`src/rtl/brick_hit_pkg.sv`:
```
// Shared brick-grid geometry and field types for the brick hit responder.
// Defaults describe a 16x4 grid of 4x2-pixel bricks with a 16-cycle draw hold-off.
package brick_hit_pkg;

  localparam int DEF_GRIDX       = 16;
  localparam int DEF_GRIDY       = 4;
  localparam int DEF_BRICKX_LOG2 = 2;
  localparam int DEF_BRICKY_LOG2 = 1;
  localparam int DEF_BRICKNUM    = DEF_GRIDX * DEF_GRIDY;
  localparam int DEF_DRAW_DELAY  = 16;

  localparam int COORD_W  = 10;
  localparam int ADDR_W   = 10;
  localparam int HEALTH_W = 2;

  typedef logic [COORD_W-1:0]  coord_t;
  typedef logic [ADDR_W-1:0]   addr_t;
  typedef logic [HEALTH_W-1:0] health_t;

endpackage

```
`src/rtl/brick_hit_if.sv`:
```
// Request, brick RAM and draw-path signals of the brick hit responder.
// master = ball control plus RAM/VGA environment, slave = brick_hit.
interface brick_hit_if;
  import brick_hit_pkg::*;

  logic    req;
  coord_t  ball_x;
  coord_t  ball_y;
  logic    busy;
  addr_t   rd_addr;
  logic    rd_en;
  health_t rd_data;
  logic    wr_en;
  addr_t   wr_addr;
  health_t wr_data;
  logic    draw;
  coord_t  x_out;
  coord_t  y_out;
  health_t health_out;
  logic    done;
  logic    hit;
  logic    destroyed;

  modport master (
    output req, ball_x, ball_y, rd_data,
    input  busy, rd_addr, rd_en, wr_en, wr_addr, wr_data,
           draw, x_out, y_out, health_out, done, hit, destroyed
  );

  modport slave (
    input  req, ball_x, ball_y, rd_data,
    output busy, rd_addr, rd_en, wr_en, wr_addr, wr_data,
           draw, x_out, y_out, health_out, done, hit, destroyed
  );

endinterface

```
`src/rtl/brick_locate.sv`:
```
// Combinational map from a ball pixel position to its brick address and the
// brick's top-left pixel, with an in-grid flag.
module brick_locate
  import brick_hit_pkg::*;
#(
  parameter int GRIDX       = DEF_GRIDX,
  parameter int GRIDY       = DEF_GRIDY,
  parameter int BRICKX_LOG2 = DEF_BRICKX_LOG2,
  parameter int BRICKY_LOG2 = DEF_BRICKY_LOG2
) (
  input  coord_t ball_x_i,
  input  coord_t ball_y_i,
  output addr_t  addr_o,
  output logic   in_grid_o,
  output coord_t x_o,
  output coord_t y_o
);

  coord_t col;
  coord_t row;

  assign col = ball_x_i >> BRICKX_LOG2;
  assign row = ball_y_i >> BRICKY_LOG2;

  // Full-width compare so large coordinates never alias back into the grid
  assign in_grid_o = (col < COORD_W'(GRIDX)) && (row < COORD_W'(GRIDY));
  assign addr_o    = ADDR_W'(row * COORD_W'(GRIDX) + col);
  assign x_o       = col << BRICKX_LOG2;
  assign y_o       = row << BRICKY_LOG2;

endmodule

```
`src/rtl/brick_hit.sv`:
```
// Read-modify-write responder on brick health RAM: looks up the brick under the
// ball, decrements its health, writes it back, requests a redraw and reports status.
module brick_hit
  import brick_hit_pkg::*;
#(
  parameter int GRIDX       = DEF_GRIDX,
  parameter int GRIDY       = DEF_GRIDY,
  parameter int BRICKX_LOG2 = DEF_BRICKX_LOG2,
  parameter int BRICKY_LOG2 = DEF_BRICKY_LOG2,
  parameter int DRAW_DELAY  = DEF_DRAW_DELAY
) (
  input  logic        clk,
  input  logic        resetn,
  brick_hit_if.slave  bus
);

  localparam int CNT_W = (DRAW_DELAY > 1) ? $clog2(DRAW_DELAY) : 1;
  localparam logic [CNT_W-1:0] CNT_LAST = CNT_W'(DRAW_DELAY - 1);

  typedef enum logic [2:0] {
    S_IDLE     = 3'd0,
    S_READ     = 3'd1,
    S_CHECK    = 3'd2,
    S_WRITE    = 3'd3,
    S_DRAW     = 3'd4,
    S_DRAWWAIT = 3'd5,
    S_DONE     = 3'd6
  } state_t;

  state_t           state_q, state_d;
  addr_t            addr_q, addr_d;
  coord_t           x_q, x_d;
  coord_t           y_q, y_d;
  health_t          newh_q, newh_d;
  logic             hit_q, hit_d;
  logic [CNT_W-1:0] cnt_q, cnt_d;

  addr_t  loc_addr;
  logic   loc_in_grid;
  coord_t loc_x;
  coord_t loc_y;

  brick_locate #(
    .GRIDX       (GRIDX),
    .GRIDY       (GRIDY),
    .BRICKX_LOG2 (BRICKX_LOG2),
    .BRICKY_LOG2 (BRICKY_LOG2)
  ) u_locate (
    .ball_x_i  (bus.ball_x),
    .ball_y_i  (bus.ball_y),
    .addr_o    (loc_addr),
    .in_grid_o (loc_in_grid),
    .x_o       (loc_x),
    .y_o       (loc_y)
  );

  // State and datapath registers
  always_ff @(posedge clk or negedge resetn) begin
    if (!resetn) begin
      state_q <= S_IDLE;
      addr_q  <= '0;
      x_q     <= '0;
      y_q     <= '0;
      newh_q  <= '0;
      hit_q   <= 1'b0;
      cnt_q   <= '0;
    end else begin
      state_q <= state_d;
      addr_q  <= addr_d;
      x_q     <= x_d;
      y_q     <= y_d;
      newh_q  <= newh_d;
      hit_q   <= hit_d;
      cnt_q   <= cnt_d;
    end
  end

  // Next-state logic; req outside IDLE is simply not looked at
  always_comb begin
    state_d = state_q;
    case (state_q)
      S_IDLE: begin
        if (bus.req) begin
          state_d = loc_in_grid ? S_READ : S_DONE;
        end else begin
          state_d = S_IDLE;
        end
      end
      S_READ:  state_d = S_CHECK;
      S_CHECK: begin
        if (bus.rd_data == '0) begin
          state_d = S_DONE;
        end else begin
          state_d = S_WRITE;
        end
      end
      S_WRITE: state_d = S_DRAW;
      S_DRAW:  state_d = S_DRAWWAIT;
      S_DRAWWAIT: begin
        if (cnt_q == CNT_LAST) begin
          state_d = S_DONE;
        end else begin
          state_d = S_DRAWWAIT;
        end
      end
      S_DONE:  state_d = S_IDLE;
      default: state_d = S_IDLE;
    endcase
  end

  // Datapath next values: latch on accept, capture health in CHECK, count in DRAWWAIT
  always_comb begin
    addr_d = addr_q;
    x_d    = x_q;
    y_d    = y_q;
    newh_d = newh_q;
    hit_d  = hit_q;
    cnt_d  = cnt_q;
    case (state_q)
      S_IDLE: begin
        if (bus.req) begin
          addr_d = loc_addr;
          x_d    = loc_x;
          y_d    = loc_y;
          newh_d = '0;
          hit_d  = 1'b0;
        end else begin
          addr_d = addr_q;
        end
      end
      S_CHECK: begin
        if (bus.rd_data != '0) begin
          hit_d  = 1'b1;
          newh_d = bus.rd_data - 2'd1;
        end else begin
          hit_d  = 1'b0;
          newh_d = '0;
        end
      end
      S_DRAW:     cnt_d = '0;
      S_DRAWWAIT: cnt_d = cnt_q + 1'b1;
      default:    cnt_d = cnt_q;
    endcase
  end

  // Moore outputs decoded from registered state and latched fields
  always_comb begin
    bus.busy       = 1'b0;
    bus.rd_addr    = '0;
    bus.rd_en      = 1'b0;
    bus.wr_en      = 1'b0;
    bus.wr_addr    = '0;
    bus.wr_data    = '0;
    bus.draw       = 1'b0;
    bus.x_out      = '0;
    bus.y_out      = '0;
    bus.health_out = '0;
    bus.done       = 1'b0;
    bus.hit        = 1'b0;
    bus.destroyed  = 1'b0;
    if (state_q != S_IDLE) begin
      bus.busy    = 1'b1;
      bus.rd_addr = addr_q;
      bus.wr_addr = addr_q;
      bus.x_out   = x_q;
      bus.y_out   = y_q;
    end else begin
      bus.busy    = 1'b0;
    end
    case (state_q)
      S_READ:  bus.rd_en = 1'b1;
      S_WRITE: begin
        bus.wr_en   = 1'b1;
        bus.wr_data = newh_q;
      end
      S_DRAW: begin
        bus.draw       = 1'b1;
        bus.health_out = newh_q;
      end
      S_DRAWWAIT: bus.health_out = newh_q;
      S_DONE: begin
        bus.health_out = newh_q;
        bus.done       = 1'b1;
        bus.hit        = hit_q;
        bus.destroyed  = hit_q & (newh_q == '0);
      end
      default: bus.done = 1'b0;
    endcase
  end

endmodule
```
`src/flat_wrapper.sv`:
```
// flat-port wrapper written by rule: the top's interface ports become plain ports
module brick_hit_flat import brick_hit_pkg::*;
#(
  parameter int GRIDX       = DEF_GRIDX,
  parameter int GRIDY       = DEF_GRIDY,
  parameter int BRICKX_LOG2 = DEF_BRICKX_LOG2,
  parameter int BRICKY_LOG2 = DEF_BRICKY_LOG2,
  parameter int DRAW_DELAY  = DEF_DRAW_DELAY
)
  (clk, resetn, bus_req, bus_ball_x, bus_ball_y, bus_rd_data, bus_busy, bus_rd_addr, bus_rd_en, bus_wr_en, bus_wr_addr, bus_wr_data, bus_draw, bus_x_out, bus_y_out, bus_health_out, bus_done, bus_hit, bus_destroyed);
  brick_hit_if bus_i ();
  input  logic clk;
  input  logic resetn;
  input wire logic [$bits(bus_i.req)-1:0] bus_req;
  input wire logic [$bits(bus_i.ball_x)-1:0] bus_ball_x;
  input wire logic [$bits(bus_i.ball_y)-1:0] bus_ball_y;
  input wire logic [$bits(bus_i.rd_data)-1:0] bus_rd_data;
  output wire logic [$bits(bus_i.busy)-1:0] bus_busy;
  output wire logic [$bits(bus_i.rd_addr)-1:0] bus_rd_addr;
  output wire logic [$bits(bus_i.rd_en)-1:0] bus_rd_en;
  output wire logic [$bits(bus_i.wr_en)-1:0] bus_wr_en;
  output wire logic [$bits(bus_i.wr_addr)-1:0] bus_wr_addr;
  output wire logic [$bits(bus_i.wr_data)-1:0] bus_wr_data;
  output wire logic [$bits(bus_i.draw)-1:0] bus_draw;
  output wire logic [$bits(bus_i.x_out)-1:0] bus_x_out;
  output wire logic [$bits(bus_i.y_out)-1:0] bus_y_out;
  output wire logic [$bits(bus_i.health_out)-1:0] bus_health_out;
  output wire logic [$bits(bus_i.done)-1:0] bus_done;
  output wire logic [$bits(bus_i.hit)-1:0] bus_hit;
  output wire logic [$bits(bus_i.destroyed)-1:0] bus_destroyed;
  assign bus_i.req = bus_req;
  assign bus_i.ball_x = bus_ball_x;
  assign bus_i.ball_y = bus_ball_y;
  assign bus_i.rd_data = bus_rd_data;
  assign bus_busy = bus_i.busy;
  assign bus_rd_addr = bus_i.rd_addr;
  assign bus_rd_en = bus_i.rd_en;
  assign bus_wr_en = bus_i.wr_en;
  assign bus_wr_addr = bus_i.wr_addr;
  assign bus_wr_data = bus_i.wr_data;
  assign bus_draw = bus_i.draw;
  assign bus_x_out = bus_i.x_out;
  assign bus_y_out = bus_i.y_out;
  assign bus_health_out = bus_i.health_out;
  assign bus_done = bus_i.done;
  assign bus_hit = bus_i.hit;
  assign bus_destroyed = bus_i.destroyed;
  brick_hit #(.GRIDX(GRIDX), .GRIDY(GRIDY), .BRICKX_LOG2(BRICKX_LOG2), .BRICKY_LOG2(BRICKY_LOG2), .DRAW_DELAY(DRAW_DELAY)) u_core (.clk(clk), .resetn(resetn), .bus(bus_i));
endmodule
```
`config.mk`:
```
export PLATFORM = sky130hd
export DESIGN_NAME = brick_hit_flat
export DESIGN_NICKNAME = d
export VERILOG_FILES = /design/src/rtl/brick_hit_pkg.sv /design/src/rtl/brick_hit_if.sv /design/src/rtl/brick_locate.sv /design/src/rtl/brick_hit.sv /design/src/flat_wrapper.sv
export SDC_FILE = /design/constraint.sdc
export NUM_CORES = 1
export LEC_CHECK = 0
export ABC_AREA = 0
export ABC_CLOCK_PERIOD_IN_PS = 2950
export CAP_MARGIN = 20
export CORE_ASPECT_RATIO = 1.1
export CORE_UTILIZATION = 51
export CTS_CLUSTER_SIZE = 25
export DETAILED_ROUTE_END_ITERATION = 10
export PLACE_DENSITY = 0.84
export SLEW_MARGIN = 20
export SYNTH_ARGS = -nofsm -noshare
export SYNTH_HDL_FRONTEND = slang
export SYNTH_HIERARCHICAL = 1
export SYNTH_SLANG_ARGS = --single-unit
export TNS_END_PERCENT = 10
```
`constraint.sdc`:
```
create_clock -name clk -period 2.95 [get_ports clk]
set_input_delay 0.295 -clock clk [delete_from_list [all_inputs] [get_ports clk]]
set_output_delay 0.295 -clock clk [all_outputs]
set_load 0.02 [all_outputs]
```
Word-level counts from Yosys, hierarchy flattened
Index checks and enable logic that the tools add are counted.
- multiplexer cells: 24
- magnitude comparators: 2
- reductions and logical operators: 11
- equal/unequal tests: 8
- bitwise logic cells: 1
- $add $sub $neg: 3
- operator list (cell ; count):
    2-to-1 mux 10 bit ; 3
    case mux 3 bit (6 select lines) ; 1
    adder 10 x 8 -> 10 bit ; 1
    2-to-1 mux 2 bit ; 5
    equality test 3 bit, second input constant ; 3
    < comparator 9 x 3 -> 1 bit, second input constant ; 1
    2-to-1 mux 1 bit ; 9
    2-to-1 mux 3 bit ; 3
    < comparator 8 x 5 -> 1 bit, second input constant ; 1
    case mux 4 bit (2 select lines) ; 1
    equality test 3 x 2 -> 1 bit, second input constant ; 2
    nonzero test 2 bit ; 3
    adder 4 x 1 -> 4 bit, second input constant ; 1
    equality test 4 bit, second input constant ; 1
    zero test 2 bit ; 2
    case mux 2 bit (2 select lines) ; 1
    AND reduction 2 bit ; 2
    equality test 3 x 1 -> 1 bit, second input constant ; 1
    zero test 3 bit ; 1
    nonzero test 3 bit ; 1
    OR reduction 3 bit ; 1
    != test 2 bit, second input constant ; 1
    case mux 1 bit (2 select lines) ; 1
    subtractor 2 x 1 -> 2 bit, second input constant ; 1
    2 further kinds ; 2
- bits in registers: 37
- logic and storage cells: 56

Logic depth before layout (Yosys ltp)
- word-level depth: 5
- gate-level depth with buffers: 6
- gate-level depth less buffers: 6

By module
The synthesis kept the hierarchy.
- by module, submodules not included (module ; area an instance (um^2) ; times used ; cells each):
    brick_hit ; 2085.8 ; 1 ; 174
    brick_locate ; 372.9 ; 1 ; 47

Worst setup path before layout
No wires, ideal clock.
- path kind: reg-to-output
- from: register u_core.state_q[1]
- to: output port bus_destroyed
- buffers on the path: 1
- stages on the path, launching flop included: 5
- setup slack: 888 ps
- data required time: 2655 ps
- data arrival time: 1767 ps
- cell sequence: dfrtp_1 > clkbuf_1 > and3b_1 > and2_1 > nor3b_1
- cells in the longest elaborated chain, start to end: 2
- RTL lines (element ; line ; source):
    from (decl) ; brick_hit.sv:30 ; state_t state_q, state_d;
    from (signal assigned) ; brick_hit.sv:68 ; state_q <= state_d;
    equality test 3 bit ; brick_hit.sv:170 ; case (state_q)
    2-to-1 mux 1 bit ; brick_hit.sv:170 ;
    to (decl) ; flat_wrapper.sv:30 ; output wire logic [$bits(bus_i.destroyed)-1:0] bus_destroyed;
No other way between the ends.

Worst setup path after layout
- from: register u_core.state_q[0]
- to: output port bus_wr_addr[5]
- cells in the longest elaborated chain, start to end: 2
- RTL lines (element ; line ; source):
    nonzero test 3 bit ; brick_hit.sv:161 ; if (state_q != S_IDLE) begin
    2-to-1 mux 10 bit ; brick_hit.sv:161 ;
    to (decl) ; flat_wrapper.sv:22 ; output wire logic [$bits(bus_i.wr_addr)-1:0] bus_wr_addr;
No other way between the ends.

==> impl_metrics.ini <==
[outcome]
outcome = finished clean

[global_routing]
grt-ovfl-total = 0
grt_pass1_vias = 1469
grt_max_degree = 41
grt_pass1_wl_um = 6851
track_usage = 0.1819
antenna_found_initial = 0

[finish]
final_cell_mix = 71 x clkdlybuf4s50_1, 40 x dfrtp_1, 31 x nor2b_1, 27 x mux2_4, 9 x nand3_1
area_growth_syn_to_layout_pct = 24.22
layout_commonest_cell = clkdlybuf4s50_1
drive_above_1_share = 0.1731
diodes = 0
nets = 290
fill_cells = 377

[synth]
synth_cell_type_count = 38
synth_mux_area_frac = 0.1786
synth_warnings = 6
yosys.area_share.simple = 0.1812
syn_inst = 221
synthFlopType = dfrtp_1
synth_top_family_by_area = simple AND/OR/NAND/NOR gates
synth_xor_area_frac = 0.01425
synth-seq-cells = 40
yosys.area_share.adder = 0.03359
synthesis.area_sq_mm = 0.002459
avgSynthCellArea_sq_um = 11.12
synth_edf_count = 0
synth-compound-area-share = 0.04580
ys_async_sr_fraction = 1.000
ys_seq_area_frac = 0.4071

[cts]
cts_root_buf = clkbuf_8
ctsHtreeMaxLevel = 2
ctsResizeCount = 0
cts_tree = built
cts_setup_buffers = 0
cts.sinks = 40
clk_latency_ps = 290
path_clk_slew_ps = 70
cts_hold_buf = 0
cts_buffers = 5
clock_path_buffers = 2

[placement]
gp_congestion = 0.7715
dp_slack_ps = 672.6
io_buffer_count = 72
hpwl_um = 3236

[timing]
period_needed_ps = 2563
final_hold_viol_count = 0
timing.fmax_ghz = 0.3902
final.period_utilization = 0.8688
fin_ws_ps = 387.0
timing.slew.headroom = 0.4212
maxSlewViolCount = 0
tns_ps = 0
finalSetupViolations = 0
rsz0062_at_grt = no
worstMarginPinSlew_ps = 868.2
finClkSkew_ps = 4.112

[power_and_ir_drop]
p_leak_nw = 1.389
ir_worst_vdd_v = 0.0006504
p_per_area_mw_per_mm2 = 1156

[critical_path]
critPathLaunchType = register
arrival_ps = 2270
crit_type = reg2out
crit_fanout = 15
cp-end-kind = output pin
worstPathRequired_ps = 2650

[floorplan]
core_sq_mm = 0.004652
core.rowCount = 26
chipHeight_um = 74.82
initial_core_util = 0.5285
dieArea_sq_mm = 0.005103
fp.dieW_um = 68.20
ios = 76

[detailed_routing]
route.detailed.drc = 0
wl_per_cell_um = 13.64
vias = 1622
wl_um = 4310
via_per_inst = 5.133
first_pass_iters = 4
drt_iter0_drc = 51
ant_nets = 0

[flow_run]
maxCapViolations = 0

[hold_path]
hold_class = in2async
## per-layer routing
metal  track usage  share of wire  wire [um]  vias to the layer above
met3       0.04545          0.048        207                        8
met2        0.2865           0.48       2090                       50
met1        0.2397           0.45       1919                      777
li1              -              -          -                      787
met5             0              0          0                        -
met4       0.06944          0.021         92                        0
## worst max-delay path, cell delays in order, from the launching register on
cell	delay (ps)
dfrtp_1	540
nor3_2	530
buf_4	290
nor2b_1	80
clkdlybuf4s50_1	540
## area by class of cell
type	count	area, sq um	share of cell area
sequential	40	1001	0.3277
timing repair buffer	75	750.7	0.2458
clock buffer	8	90.09	0.02950
tap	56	70.07	0.02294
multi-input combinational	134	1131	0.3703
inverter	3	11.26	0.003687
## sequential cells by signal, summed over array words and instances (netlist names)
| signal | flops |
|---|---|
| u_core/addr_q | 10 |
| u_core/cnt_q | 4 |
| u_core/hit_q | 1 |
| u_core/newh_q | 2 |
| u_core/state_q | 3 |
| u_core/x_q | 10 |
| u_core/y_q | 10 |
## logic make-up (layout without fill, tap and decap cells)
logic type | after synthesis | after routing
flops | 40 | 40
fa+ha+maj | 6 | 6
other cells | 1 | 3
buf+inv | 49 | 86
compound gates | 17 | 17
mux | 30 | 30
xor+xnor | 4 | 4
simple gates | 74 | 74
## Yosys cell counts (3+ instances only)
| cell | instances | share of area |
|---|---|---|
| and2_1 | 3 | 0.0076 |
| xor2_1 | 3 | 0.011 |
| dfrtp_1 | 40 | 0.41 |
| nor3b_1 | 3 | 0.0092 |
| buf_6 | 3 | 0.014 |
| nand2_1 | 8 | 0.012 |
| ha_1 | 5 | 0.025 |
| a21oi_1 | 3 | 0.0061 |
| buf_4 | 35 | 0.11 |
| nand2b_1 | 6 | 0.015 |
| nor3_1 | 3 | 0.0061 |
| nor2b_1 | 31 | 0.079 |
| mux2_4 | 27 | 0.16 |
| clkbuf_1 | 7 | 0.011 |
| inv_1 | 3 | 0.0046 |
| o21ai_0 | 6 | 0.012 |
| mux2_2 | 3 | 0.014 |
| nand3_1 | 9 | 0.018 |
## stage by stage
| step | instance area (sq um) | instances | utilization | power, mW | hold slack [ps] |
|---|---|---|---|---|---|
| 3_3_place_gp | 2964 | 308 | 0.6372 | 3.136 | 448.4 |
| 5_1_grt | 3054 | 316 | 0.6565 | 3.784 | 202.8 |
| 2_1_floorplan | 2466 | 223 | - | 2.421 | -0.5911 |
| 3_5_place_dp | 2964 | 308 | 0.6372 | 3.191 | 465.8 |
| 4_1_cts | 3054 | 316 | 0.6565 | 3.572 | 152.5 |
| 6_report | 3054 | 316 | 0.6565 | 3.529 | 124.0 |
## report_power, final
| group | switching, mW | leakage [nW] | internal, mW |
|---|---|---|---|
| Sequential | 0.202 | 0.487 | 0.818 |
| Combinational | 0.966 | 0.857 | 1.18 |
| Clock | 0.174 | 0.0455 | 0.191 |
## worst paths after layout
check,depth (start not counted),start,slack (ps),to
min in group clk,1,u_core/addr_q[9],500,u_core/addr_q[9]
worst max register to register,3,u_core/state_q[0],840,u_core/y_q[4]
worst min-delay path,1,resetn,120,u_core/y_q[2]
max in group asynchronous,1,resetn,2280,u_core/y_q[0]
worst min register to register,1,u_core/addr_q[9],500,u_core/addr_q[9]
worst max-delay path,4,u_core/state_q[0],390,bus_wr_addr[5]
(Power assumes the default switching activity.)
